`src/rtl/lzc_pipe.sv`:
```
// lzc_pipe: pipelined leading/trailing zero/one counter, valid/ready handshake.
// Define LZC_PIPE_NORM_EN to add out_norm and its normalising shifter.
module lzc_pipe #(
   parameter int WIDTH  = 23,
   parameter int STAGES = 2,
   parameter int TAGW   = 4
) (
   input  logic                       clk,
   input  logic                       reset_n,
   input  logic                       in_valid,
   output logic                       in_ready,
   input  logic [WIDTH-1:0]           in_num,
   input  logic [1:0]                 in_mode,
   input  logic [TAGW-1:0]            in_tag,
   output logic                       out_valid,
   input  logic                       out_ready,
   output logic [$clog2(WIDTH+1)-1:0] out_cnt,
   output logic                       out_all,
`ifdef LZC_PIPE_NORM_EN
   output logic [WIDTH-1:0]           out_norm,
`endif
   output logic [TAGW-1:0]            out_tag
);

   localparam int CW = $clog2(WIDTH+1);
   localparam int LW = WIDTH - WIDTH/2;
   localparam int RW = WIDTH / 2;

   logic [WIDTH-1:0]  w_inv;
   logic [WIDTH-1:0]  w_op;
   logic [CW-1:0]     w_lcnt;
   logic [CW-1:0]     w_rcnt;
   logic [STAGES-1:0] r_vld;
   logic [STAGES-1:0] w_go;
   logic [STAGES:0]   w_vin;
   logic              w_nxt;

   // Every mode is reduced to a leading-zero count of w_op.
   always_comb begin
      w_inv = in_mode[0] ? ~in_num : in_num;
      w_op  = w_inv;
      if (in_mode[1])
         for (int i = 0; i < WIDTH; i++)
            w_op[i] = w_inv[WIDTH-1-i];
   end

   always_comb begin
      w_lcnt = CW'(LW);
      for (int i = RW; i < WIDTH; i++)
         if (w_op[i]) w_lcnt = CW'(WIDTH-1-i);
      w_rcnt = CW'(RW);
      for (int i = 0; i < RW; i++)
         if (w_op[i]) w_rcnt = CW'(RW-1-i);
   end

   // w_go[s]: stage s may load this cycle (empty, or its content leaves).
   always_comb begin
      w_nxt = out_ready;
      w_go  = '0;
      for (int s = STAGES-1; s >= 0; s--) begin
         w_go[s] = !r_vld[s] | w_nxt;
         w_nxt   = w_go[s];
      end
   end

   assign w_vin     = {r_vld, in_valid};
   assign in_ready  = w_go[0];
   assign out_valid = w_vin[STAGES];

   always_ff @(posedge clk or negedge reset_n) begin
      if (!reset_n) begin
         r_vld <= '0;
      end else begin
         for (int s = 0; s < STAGES; s++)
            if (w_go[s]) r_vld[s] <= w_vin[s];
      end
   end

   logic [CW-1:0]   r_lcnt;
   logic [CW-1:0]   r_rcnt;
   logic [TAGW-1:0] r_tag0;
   logic [CW-1:0]   w_cnt [STAGES];
   logic [TAGW-1:0] w_tag [STAGES];
`ifdef LZC_PIPE_NORM_EN
   logic [WIDTH-1:0] r_num;
   logic             r_lead;
   logic [WIDTH-1:0] w_norm [STAGES];
`endif

   always_ff @(posedge clk) begin
      if (in_valid & w_go[0]) begin
         r_lcnt <= w_lcnt;
         r_rcnt <= w_rcnt;
         r_tag0 <= in_tag;
`ifdef LZC_PIPE_NORM_EN
         r_num  <= in_num;
         r_lead <= !in_mode[1];
`endif
      end
   end

   assign w_cnt[0] = (r_lcnt == CW'(LW)) ? r_lcnt + r_rcnt : r_lcnt;
   assign w_tag[0] = r_tag0;
`ifdef LZC_PIPE_NORM_EN
   assign w_norm[0] = r_lead ? r_num << w_cnt[0] : r_num >> w_cnt[0];
`endif

   for (genvar g = 1; g < STAGES; g++) begin : g_stage
      logic [CW-1:0]   r_cnt;
      logic [TAGW-1:0] r_tag;
`ifdef LZC_PIPE_NORM_EN
      logic [WIDTH-1:0] r_norm;
`endif
      always_ff @(posedge clk) begin
         if (r_vld[g-1] & w_go[g]) begin
            r_cnt  <= w_cnt[g-1];
            r_tag  <= w_tag[g-1];
`ifdef LZC_PIPE_NORM_EN
            r_norm <= w_norm[g-1];
`endif
         end
      end
      assign w_cnt[g] = r_cnt;
      assign w_tag[g] = r_tag;
`ifdef LZC_PIPE_NORM_EN
      assign w_norm[g] = r_norm;
`endif
   end

   // Data flops are not reset, so outputs are forced to zero when idle.
   assign out_cnt = out_valid ? w_cnt[STAGES-1] : '0;
   assign out_all = out_valid & (w_cnt[STAGES-1] == CW'(WIDTH));
   assign out_tag = out_valid ? w_tag[STAGES-1] : '0;
`ifdef LZC_PIPE_NORM_EN
   assign out_norm = out_valid ? w_norm[STAGES-1] : '0;
`endif

endmodule
```
`config.mk`:
```
export PLATFORM = sky130hd
export DESIGN_NAME = lzc_pipe
export DESIGN_NICKNAME = d
export VERILOG_FILES = /design/src/rtl/lzc_pipe.sv
export SDC_FILE = /design/constraint.sdc
export NUM_CORES = 1
export LEC_CHECK = 0
export ABC_AREA = 1
export CAP_MARGIN = 20
export CORE_MARGIN = 10
export CORE_UTILIZATION = 30
export CTS_BUF_LIST = sky130_fd_sc_hd__clkbuf_8
export DETAILED_ROUTE_END_ITERATION = 8
export PLACE_DENSITY_LB_ADDON = 0.05
export RECOVER_POWER = 50
export SLEW_MARGIN = 40
export SYNTH_ARGS = -nofsm -noshare
export SYNTH_HDL_FRONTEND = slang
export SYNTH_SLANG_ARGS = --single-unit
export TNS_END_PERCENT = 20
```
`constraint.sdc`:
```
create_clock -name clk -period 1.9 [get_ports clk]
set_input_delay 0.285 -clock clk [delete_from_list [all_inputs] [get_ports clk]]
set_output_delay 0.285 -clock clk [all_outputs]
set_load 0.01 [all_outputs]
```
==> flow_summary.ini <==
[outcome]
status = finished, final reports clean

[route]
vias = 1596
drt-initial-drc-count = 28
drc_errors = 0
routed_wl_um = 4100
routedWlPerCell_um = 10.8
drt_pass1_iterations = 4
ant_nets = 0
via_per_inst = 4.19

[final_layout]
diodes = 0
fill_cells = 617
layout.cells.non_filler = 381
areaGrowthSynthToFinish_pct = 40.4
finalInstanceArea_mm2 = 0.00253
final_layout_size_suffix_gt1_share_pct = 12.7
nets = 345

[yosys]
yosys_warnings = 0
synth.avg_cell_area_um2 = 7.46
synth_nets = 280
postSynth.asyncResetShare_pct = 8.70
synth_area_mm2 = 0.00181
ys.flop_type = edfxtp_1
synth_edf_count = 21
yosysSeqAreaShare_pct = 37.7
ys_seq_elements = 23
synth_cell_types = 34
syn_inst = 242

[setup_path]
end_kind = output port
cp.required_ns = 1.62
crit_family = buffers and inverters
cp_slowest_stage_delay_ns = 0.56
crit_slowest_cell = clkdlybuf4s50_1
crit_fanout = 12
cp.arrival_ns = 1.49
critPathBufInv = 2
crit_chain = buf_4 > nand3_1 > clkdlybuf4s50_1
path_class = reg2out
startpoint_type = register

[place]
hpwl_um = 3550
gp_congestion = 0.831
dp_worst_setup_slack_ns = -0.226
dpl-instance-area_mm2 = 0.00249
placed_cells = 377
portBuffers = 44

[floorplan]
initial_core_util_pct = 30.7
die_w_um = 97.6
rows = 28
ios = 45
coreArea_mm2 = 0.00589
dieArea_mm2 = 0.00952
die-height_um = 97.6

[clock_tree]
cts_max_level = 1
post_cts_buffers = 0
cts_hold_buf = 0
cts-resized-gates = 0
clk_latency_ns = 0.26
numCtsBuffers = 3
clock_sinks = 23
cts_root_buffer = clkbuf_8
cts_tree = done
clk_pin_slew_ns = 0.08
cts_max_path_buffers = 2

[timing]
hold_viol_final = 0
setup_tns_ns = 0
skew_ns = 0.00340
timing.hold.ws_ns = 0.254
fmax_mhz = 563
setup_slack_ns = 0.125
setup_viol = 0
finalCritPeriodShare_pct = 93.4
rsz0062_at_grt = no
slew_violations = 0
finalCriticalPeriod_ns = 1.78
tightest_slew_ns = 0.610
relSlewSlack_pct = 59.3

[grt]
antenna_found_initial = 0
grt_overflow = 0
grt_max_degree = 16
grt_pass1_wl_um = 7080
grtUsageTotal_pct = 8.52
grt_pass1_vias = 1614

[pwr]
power.leakage_nw = 1.22
p_per_area_mw_per_mm2 = 579
vdd_drop_max_mv = 0.283

[run]
maxCapViolCount = 0

[min_path]
hp-class = in2async
## worst paths after layout
kind	slack, ns	end	start	cells past startpoint
setup / recovery	0.12	in_ready	r_vld[1]$_DFFE_PN0P_	3
hold / removal	0.25	r_vld[0]$_DFFE_PN0N_	reset_n	1
setup reg to reg	0.20	g_stage[1].r_cnt[3]$_DFFE_PP_	r_lcnt[2]$_SDFFCE_PP0P_	6
hold reg to reg	0.43	g_stage[1].r_tag[3]$_DFFE_PP_	r_tag0[3]$_DFFE_PP_	0
max in group asynchronous	1.52	r_vld[1]$_DFFE_PN0P_	reset_n	1
min in group clk	0.43	g_stage[1].r_tag[3]$_DFFE_PP_	r_tag0[3]$_DFFE_PP_	0
## per-stage QoR
stage	util, %	power, mW
finish	43.1	1.47
global route	43.1	1.58
global placement	42.2	1.20
floorplan	-	0.943
CTS	43.0	1.50
detailed placement	42.2	1.20
## cells in the mapped netlist, types with 2 or more instances
library cell	instances	area (um2)
dfrtp_1	2	50.1
or2_2	3	18.8
o21ai_0	13	65.1
inv_1	42	158
or2_1	6	37.5
clkbuf_1	3	11.3
o21ai_2	2	17.5
nand2_1	75	282
a21oi_2	2	17.5
inv_2	2	7.51
ha_1	4	50.1
edfxtp_1	21	631
xor2_1	7	61.3
a21oi_1	7	35.0
buf_2	2	10.0
xnor2_1	8	70.1
nor2_1	8	30.0
buf_6	2	22.5
nand3_1	13	65.1
and2_1	2	12.5
o21ai_1	5	25.0
## cells in the final DEF, fill, tap and decap left out
cell type	count
nand2_1	75
inv_1	42
clkdlybuf4s50_1	37
edfxtp_1	21
buf_4	20
nand3_1	13
o21ai_0	13
nor2_1	8
xnor2_1	8
xor2_1	7
a21oi_1	7
or2_1	6
o21ai_1	5
dlygate4sd3_1	5
ha_1	4
or2_2	3
clkbuf_8	3
and2_1	2
inv_2	2
o21ai_2	2
a21oi_2	2
dlymetal6s2s_1	2
clkbuf_1	2
buf_12	2
dfrtp_1	2
a211oi_2	1
o31a_1	1
o21bai_1	1
nor4b_1	1
or2_0	1
xnor2_2	1
nor2_2	1
and2_0	1
nand4_1	1
nor4_2	1
nand3b_1	1
fa_1	1
clkinv_2	1
## report_power, final
part	switching, mW	total, mW	internal [mW]
sequential	0.0203	0.632	0.612
clock	0.147	0.293	0.146
combinational	0.268	0.542	0.274
## area by class of cell
class,count,area (um2),share of cell area (%)
repair buffers,68,643,25.4
flip-flops and latches,23,681,26.9
clock inverters,1,5.00,0.197
clock buffers,3,41.3,1.63
multi-input cells,167,906,35.7
inverters,44,165,6.52
well taps,75,93.8,3.70
## flip-flops by register name (all words and copies together) (netlist names)
name and flops:
r_tag0 4, r_rcnt 4, r_lcnt 4, r_vld 2
g_stage.r_tag 4, g_stage.r_cnt 5
## metal layers
| metal | share of wire (%) | wire length [um] | vias to the layer above | global-route usage [%] |
|---|---|---|---|---|
| met4 | 0.85 | 35 | 0 | 2.68 |
| li1 | - | - | 883 | - |
| met3 | 5.9 | 243 | 2 | 2.28 |
| met5 | 0 | 0 | - | 0 |
| met2 | 51 | 2090 | 32 | 15.7 |
| met1 | 42 | 1730 | 679 | 9.09 |
## worst reg2reg max path: cells and delay by family, from the launching register on
kind                     cells  cell delay (ns)
AO/OA/AOI/OAI                2             0.46
adder cells (fa/ha/maj)      1             0.38
AND/OR/NAND/NOR              3             0.18
flip-flops                   1             0.42
## kinds of logic (layout without fill, tap and decap cells)
family / count (synthesis) / after routing / synth area share [%]
flip-flops: 23 / 23 / 37.7
XOR/XNOR: 16 / 16 / 8.18
adder cells (fa/ha/maj): 5 / 5 / 3.88
AO/OA/AOI/OAI: 32 / 32 / 10.2
AND/OR/NAND/NOR: 114 / 114 / 27.7
buffers and inverters: 52 / 116 / 12.4
Note: power is estimated with default switching activity, not from simulation.
